## src/rtl/score_pulse_gen.sv

```systemverilog
// score_pulse_gen: turns one-cycle brick hits into trains of score pulses for the BCD counters.
// Define SCORE_SOUND_EN to add SCORE_TONE, which is high while either score pulse is high.
module score_pulse_gen #(
    parameter int PULSE_HI = 4,
    parameter int PULSE_LO = 4,
    parameter int PEND_W   = 5
) (
    input  logic       CLK_DRV,
    input  logic       RESET_N,
    input  logic       START_GAME_N,
    input  logic       BRICK_HIT,
    input  logic [2:0] BRICK_ROW,
    input  logic       PLAYER2,
    output logic       COUNT_1,
    output logic       COUNT_2,
`ifdef SCORE_SOUND_EN
    output logic       SCORE_TONE,
`endif
    output logic       SCORE_BUSY
);

    localparam int TMAX = (PULSE_HI > PULSE_LO) ? PULSE_HI : PULSE_LO;
    localparam int TW   = (TMAX > 1) ? $clog2(TMAX) : 1;
    localparam int SW   = PEND_W + 4;
    localparam logic [SW-1:0] PMAX = SW'((1 << PEND_W) - 1);

    typedef enum logic [1:0] {
        S_IDLE,
        S_HIGH,
        S_LOW
    } state_t;

    state_t            r_state;
    state_t            w_stateNext;
    logic [TW-1:0]     r_timer;
    logic [TW-1:0]     w_timerNext;
    logic              r_plyr;
    logic              w_plyrNext;
    logic              w_dec;
    logic [PEND_W-1:0] r_pending;
    logic [PEND_W-1:0] w_pendNext;
    logic [SW-1:0]     w_sum;
    logic [2:0]        w_val;
    logic              r_count1;
    logic              r_count2;
    logic              r_busy;
`ifdef SCORE_SOUND_EN
    logic              r_tone;
`endif

    // Row pairs score 1/3/5/7, which is simply the row number with bit 0 forced high.
    assign w_val = BRICK_ROW | 3'b001;

    always_comb begin
        w_stateNext = r_state;
        w_timerNext = r_timer;
        w_plyrNext  = r_plyr;
        w_dec       = 1'b0;
        case (r_state)
            S_IDLE: begin
                if (r_pending != '0) begin
                    w_stateNext = S_HIGH;
                    w_timerNext = TW'(PULSE_HI - 1);
                    w_plyrNext  = PLAYER2;
                    w_dec       = 1'b1;
                end
            end
            S_HIGH: begin
                if (r_timer == '0) begin
                    w_stateNext = S_LOW;
                    w_timerNext = TW'(PULSE_LO - 1);
                end else begin
                    w_timerNext = r_timer - 1'b1;
                end
            end
            S_LOW: begin
                if (r_timer == '0) begin
                    if (r_pending != '0) begin
                        w_stateNext = S_HIGH;
                        w_timerNext = TW'(PULSE_HI - 1);
                        w_plyrNext  = PLAYER2;
                        w_dec       = 1'b1;
                    end else begin
                        w_stateNext = S_IDLE;
                    end
                end else begin
                    w_timerNext = r_timer - 1'b1;
                end
            end
            default: begin
                w_stateNext = S_IDLE;
                w_timerNext = '0;
            end
        endcase

        // A hit and the point being dispensed on the same edge net out before saturating.
        w_sum      = SW'(r_pending) + (BRICK_HIT ? SW'(w_val) : '0) - SW'(w_dec);
        w_pendNext = (w_sum > PMAX) ? '1 : w_sum[PEND_W-1:0];
    end

    always_ff @(posedge CLK_DRV or negedge RESET_N) begin
        if (!RESET_N) begin
            r_state   <= S_IDLE;
            r_timer   <= '0;
            r_plyr    <= 1'b0;
            r_pending <= '0;
            r_count1  <= 1'b0;
            r_count2  <= 1'b0;
            r_busy    <= 1'b0;
`ifdef SCORE_SOUND_EN
            r_tone    <= 1'b0;
`endif
        end else if (!START_GAME_N) begin
            r_state   <= S_IDLE;
            r_timer   <= '0;
            r_pending <= '0;
            r_count1  <= 1'b0;
            r_count2  <= 1'b0;
            r_busy    <= 1'b0;
`ifdef SCORE_SOUND_EN
            r_tone    <= 1'b0;
`endif
        end else begin
            r_state   <= w_stateNext;
            r_timer   <= w_timerNext;
            r_plyr    <= w_plyrNext;
            r_pending <= w_pendNext;
            r_count1  <= (w_stateNext == S_HIGH) && !w_plyrNext;
            r_count2  <= (w_stateNext == S_HIGH) && w_plyrNext;
            r_busy    <= (w_pendNext != '0) || (w_stateNext != S_IDLE);
`ifdef SCORE_SOUND_EN
            r_tone    <= (w_stateNext == S_HIGH);
`endif
        end
    end

    assign COUNT_1    = r_count1;
    assign COUNT_2    = r_count2;
    assign SCORE_BUSY = r_busy;
`ifdef SCORE_SOUND_EN
    assign SCORE_TONE = r_tone;
`endif

endmodule

```

## config.mk

```make
export PLATFORM = sky130hd
export DESIGN_NAME = score_pulse_gen
export DESIGN_NICKNAME = d
export VERILOG_FILES = /design/src/rtl/score_pulse_gen.sv
export SDC_FILE = /design/constraint.sdc
export NUM_CORES = 1
export LEC_CHECK = 0
export BUFFER_PORTS_ARGS = -buffer_cell sky130_fd_sc_hd__clkbuf_2
export CORE_MARGIN = 4
export CORE_UTILIZATION = 50
export CTS_CLUSTER_DIAMETER = 80
export CTS_CLUSTER_SIZE = 10
export DETAILED_ROUTE_END_ITERATION = 10
export PLACE_DENSITY = 0.83
export SLEW_MARGIN = 20
export SYNTH_ARGS = -nofsm -noshare
export SYNTH_HDL_FRONTEND = slang
export SYNTH_SLANG_ARGS = --single-unit
export TNS_END_PERCENT = 100
```

## constraint.sdc

```tcl
create_clock -name CLK_DRV -period 3.1 [get_ports CLK_DRV]
set_input_delay 0.465 -clock CLK_DRV [delete_from_list [all_inputs] [get_ports CLK_DRV]]
set_output_delay 0.465 -clock CLK_DRV [all_outputs]
set_load 0.01 [all_outputs]
```

=== After elaboration in Yosys (flattened, before gate mapping) ===
Cells that the tools add are included.

* Magnitude comparators: 1
* Reduce and logical (&&, ||, !) cells: 9
* Equality and inequality tests: 3
* $add $sub $neg: 3
* Muxes and demuxes: 23

{| class="wikitable"
|+ Operators with widths
! operator !! count
|-
| 2-bit two-way mux || 8
|-
| 2-bit one-hot mux with 3 select lines || 2
|-
| 5-bit two-way mux || 2
|-
| 5-bit nonzero test || 2
|-
| 9-bit by 5-bit > comparator with 1-bit output (second input constant) || 1
|-
| 1-bit two-way mux || 8
|-
| 6-bit by 1-bit subtractor with 7-bit output || 1
|-
| 5-bit by 3-bit adder with 6-bit output || 1
|-
| 2-bit by 1-bit == test with 1-bit output (second input constant) || 2
|-
| 2-bit zero test || 2
|-
| 1-bit one-hot mux with 2 select lines || 2
|-
| 3-bit two-way mux || 1
|-
| 2-bit == test (second input constant) || 1
|-
| 1-bit logical AND || 2
|-
| 2-bit nonzero test || 1
|-
| 2-bit by 1-bit subtractor with 2-bit output (second input constant) || 1
|-
| 1-bit zero test || 1
|-
| 1-bit logical OR || 1
|}

* Logic and storage cells: 46
* Register bits after elaboration: 13
* Output and inout bits: 3

=== Logic depth before layout (Yosys ltp) ===
* Depth in word-level cells: 10
* Depth in mapped cells: 12
* Depth with buffers taken out: 12

=== Worst setup path after synthesis ===
Ideal clock, no wire load.

* Path kind: register -> register
* From: reg r_pending[3]
* To: reg r_busy, in the netlist SCORE_BUSY
* Data arrival time: 3.086 ns
* Path buffers: 0
* Setup slack: -0.140 ns
* Required time: 2.946 ns
* Stages on the path, launching flop included: 11
* Cell sequence: dfrtp_1 > or4_4 > o211a_4 > ha_1 > inv_1 > ha_1 > fa_1 > xnor2_1 > or4b_2 > nor4_2 > a41oi_1

* Longest elaborated chain between the ends: 10
* Elaborated cells on any way between the ends: 16
* Those cells by class: 2 x add/sub; 1 x order compare; 9 x mux; 4 x reduce/logical

{| class="wikitable"
|+ Ends and longest elaborated chain
! what !! line !! RTL
|-
| start, declared || 40 || <nowiki>logic [PEND_W-1:0] r_pending;</nowiki>
|-
| start signal, assigned || 127 || <nowiki>r_pending <= w_pendNext;</nowiki>
|-
| 5-bit nonzero test || 61, 78 ||
|-
| 1-bit two-way mux || 61, 78 ||
|-
| 1-bit two-way mux || 77 || <nowiki>if (r_timer == '0) begin</nowiki>
|-
| 1-bit one-hot mux with 2 select lines || 59 || <nowiki>case (r_state)</nowiki>
|-
| 6-bit by 1-bit subtractor with 7-bit output || 97 || <nowiki>w_sum = SW'(r_pending) + (BRICK_HIT ? SW'(w_val) : '0) - SW'(w_dec);</nowiki>
|-
| 9-bit by 5-bit > comparator with 1-bit output || 98 || <nowiki>w_pendNext = (w_sum > PMAX) ? '1 : w_sum[PEND_W-1:0];</nowiki>
|-
| 5-bit two-way mux || 98 ||
|-
| 5-bit nonzero test || 130 || <nowiki>r_busy <= (w_pendNext != '0) || (w_stateNext != S_IDLE);</nowiki>
|-
| 1-bit logical OR (*) || 130 ||
|-
| 1-bit two-way mux (*) || 113 || <nowiki>end else if (!START_GAME_N) begin</nowiki>
|-
| end signal, assigned || 130 ||
|-
| end, declared || 46 || <nowiki>logic r_busy;</nowiki>
|}

Every way passes the cells marked *; elsewhere a longest branch is shown, timed or not.
A chain may end at the register's enable or synchronous reset.

=== Worst setup path in the final report ===
Ends and elaborated chain as after synthesis.

==> implementation parameters <==
Parameter                              Value

STA
  Clock Skews ... 0.00686 ns
  Pin slew with the least headroom to its limit ... 0.533 ns
  Final critical delay including setup and external delays ... 3.11 ns
  Worst relative slew slack ... 0.642
  Fin worst setup slack ... -0.00948 ns
  Maximum clock rate ... 0.322 GHz
  Final Hold Slack ... 0.0642 ns
  Fin. max-slew vios ... 0
  Fin crit share ... 1.00
  Hold Vio Cnt, Final ... 0
  Number of failing setup endpoints in the final timing report ... 1
  RSZ-0062 raised after global routing ... yes

Outcome
  Violations in the final reports ... setup timing
  Result of the run ... finished with violations

Final layout
  Area growth from synthesis to final layout ... 25.3%
  Total inserted antenna cells ... 0
  Share of post-route cells with drive strength above 1 ... 0.310
  Post-layout instance count excluding filler cells ... 141
  Nets ... 137
  Filler instances ... 128

Floorplan
  Area enclosed by the die boundary ... 0.00254 sq mm
  Die X-Extent ... 50.4 um
  Count of pins on the block boundary ... 11
  Effective utilization at floorplan ... 0.527
  Row count ... 15
  Core area ... 0.00171 sq mm
  Die H ... 50.4 um

Power and ir drop
  Seq pwr share ... 0.217
  Design Power ... 1310 uW
  Switching portion of total power ... 0.442
  Clock group share of total power ... 0.082
  Ratio of total power to cell area ... 1160 mW/mm^2
  Peak ir drop on the vdd network ... 0.776 mV
  Switching power of the nets ... 580 uW
  Cell internal power dissipation ... 732 uW
  Leakage Power ... 0.000556 uW
  Combinational fraction of design power ... 0.701

Yosys
  Main flop type after synthesis ... sky130_fd_sc_hd__dfrtp_1
  Post-synth EDFFs ... 0
  Cells after Synth ... 94
  Synth Warn # ... 0
  FF+latch count, synth ... 13
  Synth Cell Area ... 900 sq um
  Leading post-synthesis cells by instance count ... sky130_fd_sc_hd__inv_1 (16), sky130_fd_sc_hd__dfrtp_1 (13), sky130_fd_sc_hd__ha_1 (11)
  Leading area contributor after synthesis ... sky130_fd_sc_hd__dfrtp_1
  Portion of the post-synthesis area used by sequential elements ... 0.362
  Most numerous cell in the Yosys netlist ... sky130_fd_sc_hd__inv_1
  Synth top area share ... 0.362
  Number of distinct library cell variants in the gate-level netlist after synthesis ... 34
  Avg Synthesized Cell Area ... 9.57 sq um
  Synth area leaders ... sky130_fd_sc_hd__dfrtp_1 (36%), sky130_fd_sc_hd__ha_1 (15%), sky130_fd_sc_hd__inv_1 (6.7%)
  Post-Synthesis Net Count ... 114
  Async S/R FF share, synth ... 1.00

Detailed routing
  Number of DRC markers after the initial detailed-route iteration ... 9
  Number of optimization iterations in the first detailed-route pass ... 4
  Vias post-DR ... 744
  Post-route antenna net violation count ... 0
  Routed WL per cell ... 14.4 um
  Vias per cell ... 5.28
  Total wire length ... 2.02 mm
  Number of remaining DRC errors ... 0

Clock network
  Buffer levels on the longest clock path ... 2
  Clock Latency Late Sink ... 0.28 ns
  Hold_buf cts ... 0
  H-Tree Depth ... 1
  Clk root buf ... sky130_fd_sc_hd__clkbuf_4
  Clk sink count ... 13
  Clock transition at path regs ... 0.08 ns
  Number of clock buffers inserted by TritonCTS ... 3
  CTS tree ... built

Global routing
  Maximum number of pins on one net before global-route repair ... 14
  Via count of the first global-routing pass ... 757
  First-pass GRT wire length ... 3.41 mm
  Overall routing resource usage ... 0.183
  Antenna violations before repair ... 0
  GRT Residual Overflow ... 0

Place
  # placed instances ... 135
  HPWL after detailed placement ... 1.51 mm
  RD Place Congestion ... 0.848
  IO buf count ... 9
  Placement Setup Slack ... -0.0723 ns

Critical path
  Endpoint of the worst register-to-register path ... SCORE_BUSY$_DFF_PN0_
  Max Fanout on Critical Path ... 2
  Nature of the critical path endpoint ... flip-flop
  Cell seen most often among critical-path stages ... sky130_fd_sc_hd__ha_4
  Startpoint kind of the worst setup timing path ... flip-flop
  Biggest cell delay along the critical path ... 0.55 ns
  Reg-to-reg slack, setup ... -0.009 ns
  R2R Path Start ... r_pending[3]$_DFF_PN0_
  List of cells traversed by the critical path ... or4_4, o211a_4, ha_4, inv_2, ha_4, fa_2, xnor2_2, or4b_4, nor4_4, a41oi_2
  Arrival time of the worst setup path ... 3.24 ns
  Worst path top cell family by delay ... simple AND/OR/NAND/NOR gates
  Buf/Inv on CP ... 1
  Worst Reg-to-Reg Cells ... 10
  Crit Path Category ... reg -> reg
  Crit path required time ... 3.23 ns
  Slowest stage cell on the critical path ... sky130_fd_sc_hd__or4_4

Min path
  Class of the worst hold path ... in -> async

Flow run
  MaxCap Viol Count ... 0
[registers in the layout, indices dropped and copies added, names as in the netlist]
| register | flops |
|---|---|
| r_pending | 5 |
| r_state | 2 |
| SCORE_BUSY | 1 |
| COUNT_2 | 1 |
| r_plyr | 1 |
| r_timer | 2 |
| COUNT_1 | 1 |
[power by group through the flow]
stage                     logic, uW  registers (uW)  clock network (uW)
final                           920             285                 107
after global routing           1030             291                 118
after CTS                       856             285                 110
after detailed placement        796             285                   0
after global placement          760             281                   0
after floorplan                 567             275                   0
[timing repair]
| action | in CTS | in global routing |
|---|---|---|
| hold endpoints to repair | 0 | 0 |
| pin swaps | 1 | 1 |
| endpoints found under the setup margin | 1 | 1 |
| buffers inserted | 1 | 1 |
| gates resized for setup | 5 | 2 |
[cells by family after synthesis]
family | count (synthesis) | share of synthesized area
and+or+nand+nor | 31 | 0.209
buffers and inverters | 17 | 0.0723
AOI/OAI and AO/OA | 16 | 0.129
DFF | 13 | 0.362
adders and majority gates | 12 | 0.175
xor gates and xnor gates | 3 | 0.0292
muxes | 2 | 0.0236
[area by class of cell]
type,count,area [sq um],share of cell area
Sequential cell,13,325,0.289
Clock buffer,4,26.3,0.0233
Multi-Input combinational cell,64,564,0.501
Timing Repair Buffer,19,120,0.107
Tap cell,25,31.3,0.0277
Inverter,16,60.1,0.0533
[through the flow]
stage / util / TNS, ns / area [sq um]
floorplan: - / 0 / 906
global placement: 0.607 / -0.0266 / 1040
detailed placement: 0.607 / -0.0723 / 1040
CTS: 0.646 / 0 / 1100
global route: 0.660 / -0.106 / 1130
finish: 0.660 / -0.00948 / 1130
[cell usage in the layout, fill, tap and decap left out]
| cell type | synthesis | final |
|---|---|---|
| sky130_fd_sc_hd__and4_4 | 1 | 1 |
| sky130_fd_sc_hd__nor4_4 | 0 | 1 |
| sky130_fd_sc_hd__and3_1 | 2 | 2 |
| sky130_fd_sc_hd__or4_4 | 1 | 1 |
| sky130_fd_sc_hd__nor3b_1 | 2 | 2 |
| sky130_fd_sc_hd__a31oi_1 | 2 | 2 |
| sky130_fd_sc_hd__ha_4 | 0 | 2 |
| sky130_fd_sc_hd__clkbuf_2 | 0 | 9 |
| sky130_fd_sc_hd__or2_2 | 1 | 1 |
| sky130_fd_sc_hd__nand3_1 | 2 | 2 |
| sky130_fd_sc_hd__clkbuf_1 | 0 | 1 |
| sky130_fd_sc_hd__inv_1 | 16 | 15 |
| sky130_fd_sc_hd__or3_1 | 1 | 1 |
| sky130_fd_sc_hd__o211a_4 | 1 | 1 |
| sky130_fd_sc_hd__mux2_2 | 1 | 1 |
| sky130_fd_sc_hd__mux2i_1 | 1 | 1 |
| sky130_fd_sc_hd__nand2_1 | 5 | 5 |
| sky130_fd_sc_hd__inv_2 | 0 | 1 |
| sky130_fd_sc_hd__xnor2_2 | 0 | 1 |
| sky130_fd_sc_hd__nand2b_1 | 1 | 1 |
| sky130_fd_sc_hd__o21ai_0 | 1 | 1 |
| sky130_fd_sc_hd__nor2b_1 | 4 | 4 |
| sky130_fd_sc_hd__nor3_1 | 2 | 2 |
| sky130_fd_sc_hd__xnor2_1 | 2 | 1 |
| sky130_fd_sc_hd__xor2_1 | 1 | 1 |
| sky130_fd_sc_hd__a2111oi_0 | 1 | 1 |
| sky130_fd_sc_hd__and2b_1 | 1 | 1 |
| sky130_fd_sc_hd__a311oi_1 | 1 | 1 |
| sky130_fd_sc_hd__clkbuf_4 | 0 | 3 |
| sky130_fd_sc_hd__and2_1 | 1 | 1 |
| sky130_fd_sc_hd__a21oi_1 | 7 | 7 |
| sky130_fd_sc_hd__a211o_1 | 1 | 1 |
| sky130_fd_sc_hd__buf_4 | 0 | 10 |
| sky130_fd_sc_hd__a41oi_2 | 0 | 1 |
| sky130_fd_sc_hd__ha_1 | 11 | 9 |
| sky130_fd_sc_hd__nor2_1 | 5 | 5 |
| sky130_fd_sc_hd__o311a_2 | 1 | 1 |
| sky130_fd_sc_hd__or4b_4 | 0 | 1 |
| sky130_fd_sc_hd__fa_2 | 0 | 1 |
| sky130_fd_sc_hd__dfrtp_1 | 13 | 13 |
[worst max path at each step]
stage	startpoint	to	slack [ns]	cells past startpoint
floorplan	r_pending[3]$_DFF_PN0_	SCORE_BUSY$_DFF_PN0_	0.07	10
global placement	r_pending[3]$_DFF_PN0_	SCORE_BUSY$_DFF_PN0_	-0.03	10
detailed placement	r_pending[3]$_DFF_PN0_	SCORE_BUSY$_DFF_PN0_	-0.07	10
CTS	r_pending[0]$_DFF_PN0_	SCORE_BUSY$_DFF_PN0_	0.01	10
global route	r_pending[3]$_DFF_PN0_	SCORE_BUSY$_DFF_PN0_	-0.11	10
finish	r_pending[3]$_DFF_PN0_	SCORE_BUSY$_DFF_PN0_	-0.009	10
[layer usage]
metal,up-vias,track usage,part of all wire
li1,364,-,-
met1,367,0.216,0.43
met2,11,0.324,0.54
met3,2,0.0356,0.026
met4,0,0.0673,0.0074
met5,-,0,0
No activity file was read; power rests on OpenSTA's default activity.
